[src/rtl/rv_mc_ctrl_ws.sv]
// Multicycle RV32I control unit with data-memory wait states, SYSTEM halt,
// sticky error state and a retired-instruction counter.
module rv_mc_ctrl_ws #(
    parameter int MEM_WAIT_EN = 1,
    parameter int MAX_WAIT    = 15,
    parameter int CNT_W       = 32
) (
    input  logic             clk,
    input  logic             reset,
    input  logic             start,
    input  logic [6:0]       opcode,
    input  logic [2:0]       funct3,
    input  logic             funct7b5,
    input  logic             zero,
    input  logic             mem_ready,
    output logic [1:0]       pc_sel,
    output logic             en_pc,
    output logic             alu_src,
    output logic [2:0]       imm_src,
    output logic [3:0]       alu_action,
    output logic [1:0]       mem_to_reg,
    output logic             read_mem,
    output logic             write_mem,
    output logic             en_w,
    output logic             done,
    output logic             err,
    output logic [CNT_W-1:0] instret
);
    localparam logic [6:0] OP_R     = 7'b0110011;
    localparam logic [6:0] OP_I     = 7'b0010011;
    localparam logic [6:0] OP_LUI   = 7'b0110111;
    localparam logic [6:0] OP_AUIPC = 7'b0010111;
    localparam logic [6:0] OP_JAL   = 7'b1101111;
    localparam logic [6:0] OP_JALR  = 7'b1100111;
    localparam logic [6:0] OP_LOAD  = 7'b0000011;
    localparam logic [6:0] OP_STORE = 7'b0100011;
    localparam logic [6:0] OP_BR    = 7'b1100011;
    localparam logic [6:0] OP_SYS   = 7'b1110011;

    localparam logic [3:0] A_ADD = 4'd0, A_SUB = 4'd1, A_SLL = 4'd2, A_SLT = 4'd3,
                           A_SLTU = 4'd4, A_XOR = 4'd5, A_SRL = 4'd6, A_SRA = 4'd7,
                           A_OR = 4'd8, A_AND = 4'd9;

    typedef enum logic [2:0] {
        S_IDLE, S_FETCH, S_DECODE, S_EXEC, S_MEM, S_WB, S_HALT, S_ERR
    } state_t;

    state_t           state, state_d;
    logic [7:0]       wait_cnt;
    logic [CNT_W-1:0] instret_q;
    logic             alt, taken, mem_done, mem_timeout, is_store;
    logic [3:0]       arith;
    logic [2:0]       imm_sel;

    always_ff @(posedge clk or posedge reset) begin
        if (reset) begin
            state     <= S_IDLE;
            wait_cnt  <= 8'd0;
            instret_q <= '0;
        end else begin
            state <= state_d;
            // Counter is zero on every MEM entry because it is held clear elsewhere.
            if (state != S_MEM)
                wait_cnt <= 8'd0;
            else if (!mem_ready && wait_cnt != 8'(MAX_WAIT))
                wait_cnt <= wait_cnt + 8'd1;
            if (en_pc)
                instret_q <= instret_q + CNT_W'(1);
        end
    end

    assign instret = instret_q;

    // funct7b5 selects SUB only for R-type; SRA/SRAI for both.
    always_comb begin
        alt = funct7b5 && ((opcode == OP_R && funct3 == 3'b000) || funct3 == 3'b101);
        case (funct3)
            3'b000:  arith = alt ? A_SUB : A_ADD;
            3'b001:  arith = A_SLL;
            3'b010:  arith = A_SLT;
            3'b011:  arith = A_SLTU;
            3'b100:  arith = A_XOR;
            3'b101:  arith = alt ? A_SRA : A_SRL;
            3'b110:  arith = A_OR;
            default: arith = A_AND;
        endcase
        case (opcode)
            OP_STORE:         imm_sel = 3'b001;
            OP_BR:            imm_sel = 3'b010;
            OP_LUI, OP_AUIPC: imm_sel = 3'b011;
            OP_JAL:           imm_sel = 3'b100;
            default:          imm_sel = 3'b000;
        endcase
    end

    assign taken       = funct3[2] ? (~zero ^ funct3[0]) : (zero ^ funct3[0]);
    assign mem_done    = (MEM_WAIT_EN == 0) || mem_ready;
    assign mem_timeout = (MEM_WAIT_EN != 0) && !mem_ready && (wait_cnt == 8'(MAX_WAIT));
    assign is_store    = (opcode == OP_STORE);

    always_comb begin
        state_d    = state;
        pc_sel     = 2'b00;
        en_pc      = 1'b0;
        alu_src    = 1'b0;
        imm_src    = 3'b000;
        alu_action = A_ADD;
        mem_to_reg = 2'b00;
        read_mem   = 1'b0;
        write_mem  = 1'b0;
        en_w       = 1'b0;
        done       = 1'b0;
        err        = 1'b0;
        case (state)
            S_IDLE:   if (start) state_d = S_FETCH;
            S_FETCH:  state_d = S_DECODE;
            S_DECODE: begin
                case (opcode)
                    OP_R, OP_I, OP_LUI, OP_AUIPC, OP_JAL, OP_JALR,
                    OP_LOAD, OP_STORE, OP_BR: state_d = S_EXEC;
                    OP_SYS:                   state_d = S_HALT;
                    default:                  state_d = S_ERR;
                endcase
            end
            S_EXEC: begin
                imm_src = imm_sel;
                alu_src = (opcode != OP_R) && (opcode != OP_BR);
                state_d = S_WB;
                case (opcode)
                    OP_R, OP_I:         alu_action = arith;
                    OP_LOAD, OP_STORE:  state_d = S_MEM;
                    OP_BR: begin
                        alu_action = funct3[2] ? (funct3[1] ? A_SLTU : A_SLT) : A_SUB;
                        en_pc      = 1'b1;
                        pc_sel     = taken ? 2'b01 : 2'b00;
                        state_d    = S_FETCH;
                    end
                    default:            alu_action = A_ADD;
                endcase
            end
            S_MEM: begin
                read_mem  = !is_store;
                write_mem = is_store;
                if (mem_timeout)
                    state_d = S_ERR;
                else if (mem_done) begin
                    en_pc   = is_store;
                    state_d = is_store ? S_FETCH : S_WB;
                end
            end
            S_WB: begin
                en_w    = 1'b1;
                en_pc   = 1'b1;
                imm_src = imm_sel;
                state_d = S_FETCH;
                case (opcode)
                    OP_JAL:  begin pc_sel = 2'b01; mem_to_reg = 2'b10; end
                    OP_JALR: begin pc_sel = 2'b10; mem_to_reg = 2'b10; end
                    OP_LOAD: mem_to_reg = 2'b01;
                    OP_LUI:  mem_to_reg = 2'b11;
                    default: mem_to_reg = 2'b00;
                endcase
            end
            S_HALT: begin
                done = 1'b1;
                if (start) state_d = S_FETCH;
            end
            default: err = 1'b1;
        endcase
    end
endmodule
[config.mk]
export PLATFORM = sky130hd
export DESIGN_NAME = rv_mc_ctrl_ws
export DESIGN_NICKNAME = d
export VERILOG_FILES = /design/src/rtl/rv_mc_ctrl_ws.sv
export SDC_FILE = /design/constraint.sdc
export NUM_CORES = 1
export LEC_CHECK = 0
export ABC_AREA = 1
export CORE_MARGIN = 3
export CORE_UTILIZATION = 47
export CTS_CLUSTER_SIZE = 10
export DETAILED_ROUTE_END_ITERATION = 7
export PLACE_DENSITY_LB_ADDON = 0.25
export RECOVER_POWER = 100
export REMOVE_ABC_BUFFERS = 1
export SYNTH_ARGS = -nofsm -noshare
export SYNTH_HDL_FRONTEND = slang
export SYNTH_SLANG_ARGS = --single-unit
[constraint.sdc]
create_clock -name clk -period 1.8 [get_ports clk]
set_input_delay 0.45 -clock clk [delete_from_list [all_inputs] [get_ports clk]]
set_output_delay 0.45 -clock clk [all_outputs]
set_load 0.01 [all_outputs]
# After elaboration in Yosys (flattened, before gate mapping)
# Cells that the tools add are included.
dict set report totals {
  ramBits 0
  rom_bits 0
  latch_bits 0
  in_bits 16
  regBits 43
  wordCells 93
  n_memories 0
}
dict set report op_classes {
  n_mux 35
  magnitude_cmp 0
  bitwise_logic 3
  div_mod_pow 0
  mul 0
  n_eq_ne 29
  reduce_logical 21
  n_shift 0
  add_sub_neg 2
}
# operator n
set ops {}
lappend ops {{adder 32 x 1 -> 32 bit (second input constant)} 1}
lappend ops {{equality test 7 bit (second input constant)} 4}
lappend ops {{case mux 4 bit (7 select lines)} 1}
lappend ops {{equality test 7 x 6 -> 1 bit (second input constant)} 3}
lappend ops {{2-to-1 mux 3 bit} 7}
lappend ops {{equality test 3 bit (second input constant)} 6}
lappend ops {{case mux 3 bit (6 select lines)} 1}
lappend ops {{2-to-1 mux 8 bit} 2}
lappend ops {{equality test 7 x 5 -> 1 bit (second input constant)} 2}
lappend ops {{2-to-1 mux 1 bit} 14}
lappend ops {{equality test 3 x 2 -> 1 bit (second input constant)} 4}
lappend ops {{case mux 3 bit (2 select lines)} 2}
lappend ops {{case mux 3 bit (4 select lines)} 1}
lappend ops {{OR reduction 2 bit} 6}
lappend ops {{OR reduction 9 bit} 1}
lappend ops {{adder 8 x 1 -> 8 bit (second input constant)} 1}
lappend ops {{equality test 8 x 4 -> 1 bit (second input constant)} 1}
lappend ops {{!= test 8 x 4 -> 1 bit (second input constant)} 1}
lappend ops {{case mux 2 bit (2 select lines)} 2}
lappend ops {{case mux 4 bit (2 select lines)} 1}
lappend ops {{equality test 7 x 2 -> 1 bit (second input constant)} 1}
lappend ops {{!= test 7 x 6 -> 1 bit (second input constant)} 1}
lappend ops {{!= test 7 bit (second input constant)} 1}
lappend ops {{OR reduction 7 bit} 1}
lappend ops {{16 further kinds} 25}

# Longest topological paths before layout
dict set report depth {
  word_depth 8
  depth_mapped 12
}

# Worst setup path before layout
# Ideal clock, no wire load.
dict set report synth_timing {
  path_type {input port to output port}
  start {input port opcode[1]}
  end {output port en_pc}
  path_stages 8
  n_path_buf 2
  arrival_time_ns 1.415
  setup_slack_ns -0.065
  cell_sequence {nand2_1 -> inv_1 -> nand3_1 -> nor2_1 -> nand3_4 -> nand2_4 -> buf_6 -> buf_6}
}
dict set report synth_between {
  elab_chain_len 4
  word_cells_on_any_way 6
}
# item line_no
set synth_rtl {}
lappend synth_rtl {{from (decl)} 11} ;# input logic [6:0] opcode,
lappend synth_rtl {{equality test 7 x 6 -> 1 bit} 99} ;# assign is_store = (opcode == OP_STORE);
lappend synth_rtl {{2-to-1 mux 1 bit} 146} ;# else if (mem_done) begin
lappend synth_rtl {{2-to-1 mux 1 bit} 144} ;# if (mem_timeout)
lappend synth_rtl {{case mux 1 bit (3 select lines) *} 114} ;# case (state)
lappend synth_rtl {{to (decl)} 17} ;# output logic en_pc,
# Mark *: on every way between the ends. The rest lies on a longest branch, timed or not.

# Worst setup path after layout
dict set report layout_timing {
  start {register state[1]}
  end {output port pc_sel[0]}
}
dict set report layout_between {
  elab_chain_len 2
  word_cells_on_any_way 3
}
# item line_no
set layout_rtl {}
lappend layout_rtl {{from (decl)} 48} ;# state_t state, state_d;
lappend layout_rtl {{from (signal assigned)} 61} ;# state <= state_d;
lappend layout_rtl {{equality test 3 bit / equality test 3 x 2 -> 1 bit (equally long branches)} 114}
lappend layout_rtl {{case mux 2 bit (2 select lines) *} 114}
lappend layout_rtl {{to (decl)} 16} ;# output logic [1:0] pc_sel,
# Marks and branches as above.

==> flow_summary.toml <==
[timing]
layout_min_cycle_time_ns = 2.020
rsz0062_at_grt = "yes"
finClkSkew_ns = 0.01360
slew_violations = 0
finalSetupTns_ns = -2.533
max_slew_margin_pct = 25.35
setup_violations = 18
worst_slack_ns = -0.2197
hold_viol_final = 0
fin_crit_sh_pct = 112.2
fmax_ghz = 0.4951
worst_pin_slew_ns = 1.120

[power]
clockPowerShare_pct = 22.6
switching_share_pct = 37.32
p_sw_mw = 1.276
p_per_area_mw_per_mm2 = 762.8
leakagePower_nw = 2.150
internal-power_mw = 2.143
vdd_drop_max_uv = 793.3
p_comb_share_pct = 43.9
power.share.sequential_pct = 33.6

[layout]
design_area_sq_mm = 0.004483
finish.net_count = 654
antenna_cells = 0
drive_above_1_share_pct = 22.76
fill_cells = 567
syn_to_final_growth_pct = 42.01

[detailed_routing]
drc_errors = 0
via_per_inst = 5.304
via_count = 3787
first_iter_violations = 241
ant_nets = 0
dr.pass1.iters = 5
wire_per_inst_um = 13.72
routed_wl_um = 9797

[grt]
grt_start_max_net_pins = 48
grt_pass1_wl_um = 16430
grtUsageTotal_pct = 26.81
grt_antenna_before_repair = 0
grt_pass1_vias = 3592
grt_overflow = 0

[outcome]
violations = "setup timing"
status = "finished, violations left"

[yosys]
netlist_area_sq_mm = 0.003157
ys_ff_latch = 43
synth.area.top_cells = "dfrtp_1 (34%), nand2_1 (25%), nor2_1 (9.9%), nand3_1 (6.7%), inv_1 (4.6%)"
synth-edff-count = 0
ys_warn_count = 0
synth_top_cell_by_area = "dfrtp_1"
ys_seq_area_share_pct = 34.09
synth_ff_type = "dfrtp_1"
yosysMostFrequentCell = "nand2_1"
synth_top_area_share_pct = 34.09
avgSynthCellArea_sq_um = 6.178
synth.distinct_cells = 28
async_flop_share_pct = 100.0
postSynthCellCount = 511
synth_common_cells = "nand2_1 (210), nor2_1 (83), dfrtp_1 (43)"

[clock_tree]
cts_inserted_buffers = 5
cts_tree = "yes"
htree_levels = 2
clk_pin_slew_worst_paths_ns = 0.09
worstSkewPairLatency_ns = 0.31
clkSinkCount = 43
clockBufferDepth = 2
clockRootBuffer = "clkbuf_8"

[critical_path]
cp-end-kind = "output port"
start_kind = "register"
cp_max_fo = 5
worstPathArrival_ns = 1.57
required_ns = 1.35
worstSetupPathType = "register to output port"

[floorplanning]
core_area_sq_mm = 0.006422
num_rows = 29
initial_core_util_pct = 49.15
ios = 66
die_h_um = 87.96
die_area_sq_mm = 0.007736
chipWidth_um = 87.96

[worst_hold_path]
hp-class = "register to register"

[run]
maxCapViolations = 0

[place]
port_buffers = 65
dp_hpwl_um = 7007
placed_area_sq_mm = 0.004200
gp_congestion = 0.9181
==> through the flow <==
stage	cells	setup slack, ns	hold slack, ns	total power, mW	util (%)
floorplan	504	-0.1035	0.4683	1.763	-
global placement	691	-0.8606	0.4853	2.375	65.40
detailed placement	691	-0.9226	0.5080	2.395	65.40
CTS	713	-0.2215	0.5162	3.373	69.63
global route	714	-0.2925	0.5575	3.643	69.80
finish	714	-0.2197	0.5307	3.420	69.80
==> power groups by stage <==
stage                     clock (mW)  sequential [mW]  combinational (mW)
after global placement             0             1.16                1.21
final                          0.773             1.15                1.50
after detailed placement           0             1.16                1.23
after CTS                      0.792             1.14                1.44
after global routing           0.826             1.16                1.65
after floorplan                    0             1.17               0.593
==> sequential cells by signal, indices dropped and copies added, names as in the netlist <==
signal,count
instret,32
state,3
wait_cnt,8
==> per-layer routing <==
metal  vias up  wire length, um  global-route usage, %
met1      1785             4158                  33.88
met5         -                0                      0
met2       113             4816                  46.23
met3        24              539                  4.610
met4         0              284                  9.066
li1       1865                -                      -
==> what timing repair did <==
item / 4_1_cts / 5_1_grt
pin swaps: 18 / 8
endpoints found under the hold margin: 0 / 0
hold buffers: 0 / 0
gates cloned: 0 / 0
resized for setup: 154 / 32
setup endpoints to repair: 58 / 63
buffers inserted: 14 / 4
==> final cells by class <==
cell class                 instances  area, sq um  share of cell area (%)
sequential                        43         1079                   24.06
inverter                          46        177.7                   3.963
clock inverter                     3        43.79                  0.9768
tap                               77        96.34                   2.149
clock buffer                       5        68.82                   1.535
multi-input combinational        415         2014                   44.93
timing repair buffer             125         1003                   22.38
==> path summary, 6_finish.rpt <==
| kind | startpoint | endpoint | slack, ns | depth (start not counted) |
|---|---|---|---|---|
| setup / recovery | state[1] | pc_sel[0] | -0.22 | 7 |
| hold / removal | wait_cnt[7] | wait_cnt[7] | 0.53 | 2 |
| setup reg to reg | state[1] | instret[7] | -0.01 | 12 |
| hold reg to reg | wait_cnt[7] | wait_cnt[7] | 0.53 | 2 |
| max in group asynchronous | reset | instret[0] | 0.08 | 3 |
| min in group asynchronous | reset | wait_cnt[7] | 0.94 | 3 |
==> critical path, stage by stage (launching register included) <==
cell and delay, ns:
dfrtp_1 0.42, buf_6 0.13, nor2_4 0.13, inv_2 0.08
nor2_4 0.13, inv_4 0.07, o22ai_2 0.14, buf_2 0.15
==> cell families (layout without fill, tap and decap cells) <==
| logic type | count (synthesis) | in the layout | share of synthesized area (%) |
|---|---|---|---|
| AND/OR/NAND/NOR | 363 | 363 | 48.24 |
| buffers and inverters | 53 | 179 | 7.253 |
| flip-flops | 43 | 43 | 34.09 |
| adder cells (fa/ha/maj) | 2 | 2 | 0.7926 |
| AO/OA/AOI/OAI | 37 | 37 | 6.025 |
| XOR/XNOR | 13 | 13 | 3.607 |
==> placed cells by master, fill, tap and decap left out, types with 19 or more instances in the layout <==
master / instances
o21ai_0: 23
nor2_1: 74
inv_1: 32
dfrtp_1: 41
nand3_1: 39
nand2_1: 201
buf_4: 50
clkdlybuf4s50_1: 30
buf_2: 19
Note: power is estimated with default switching activity, not from simulation.
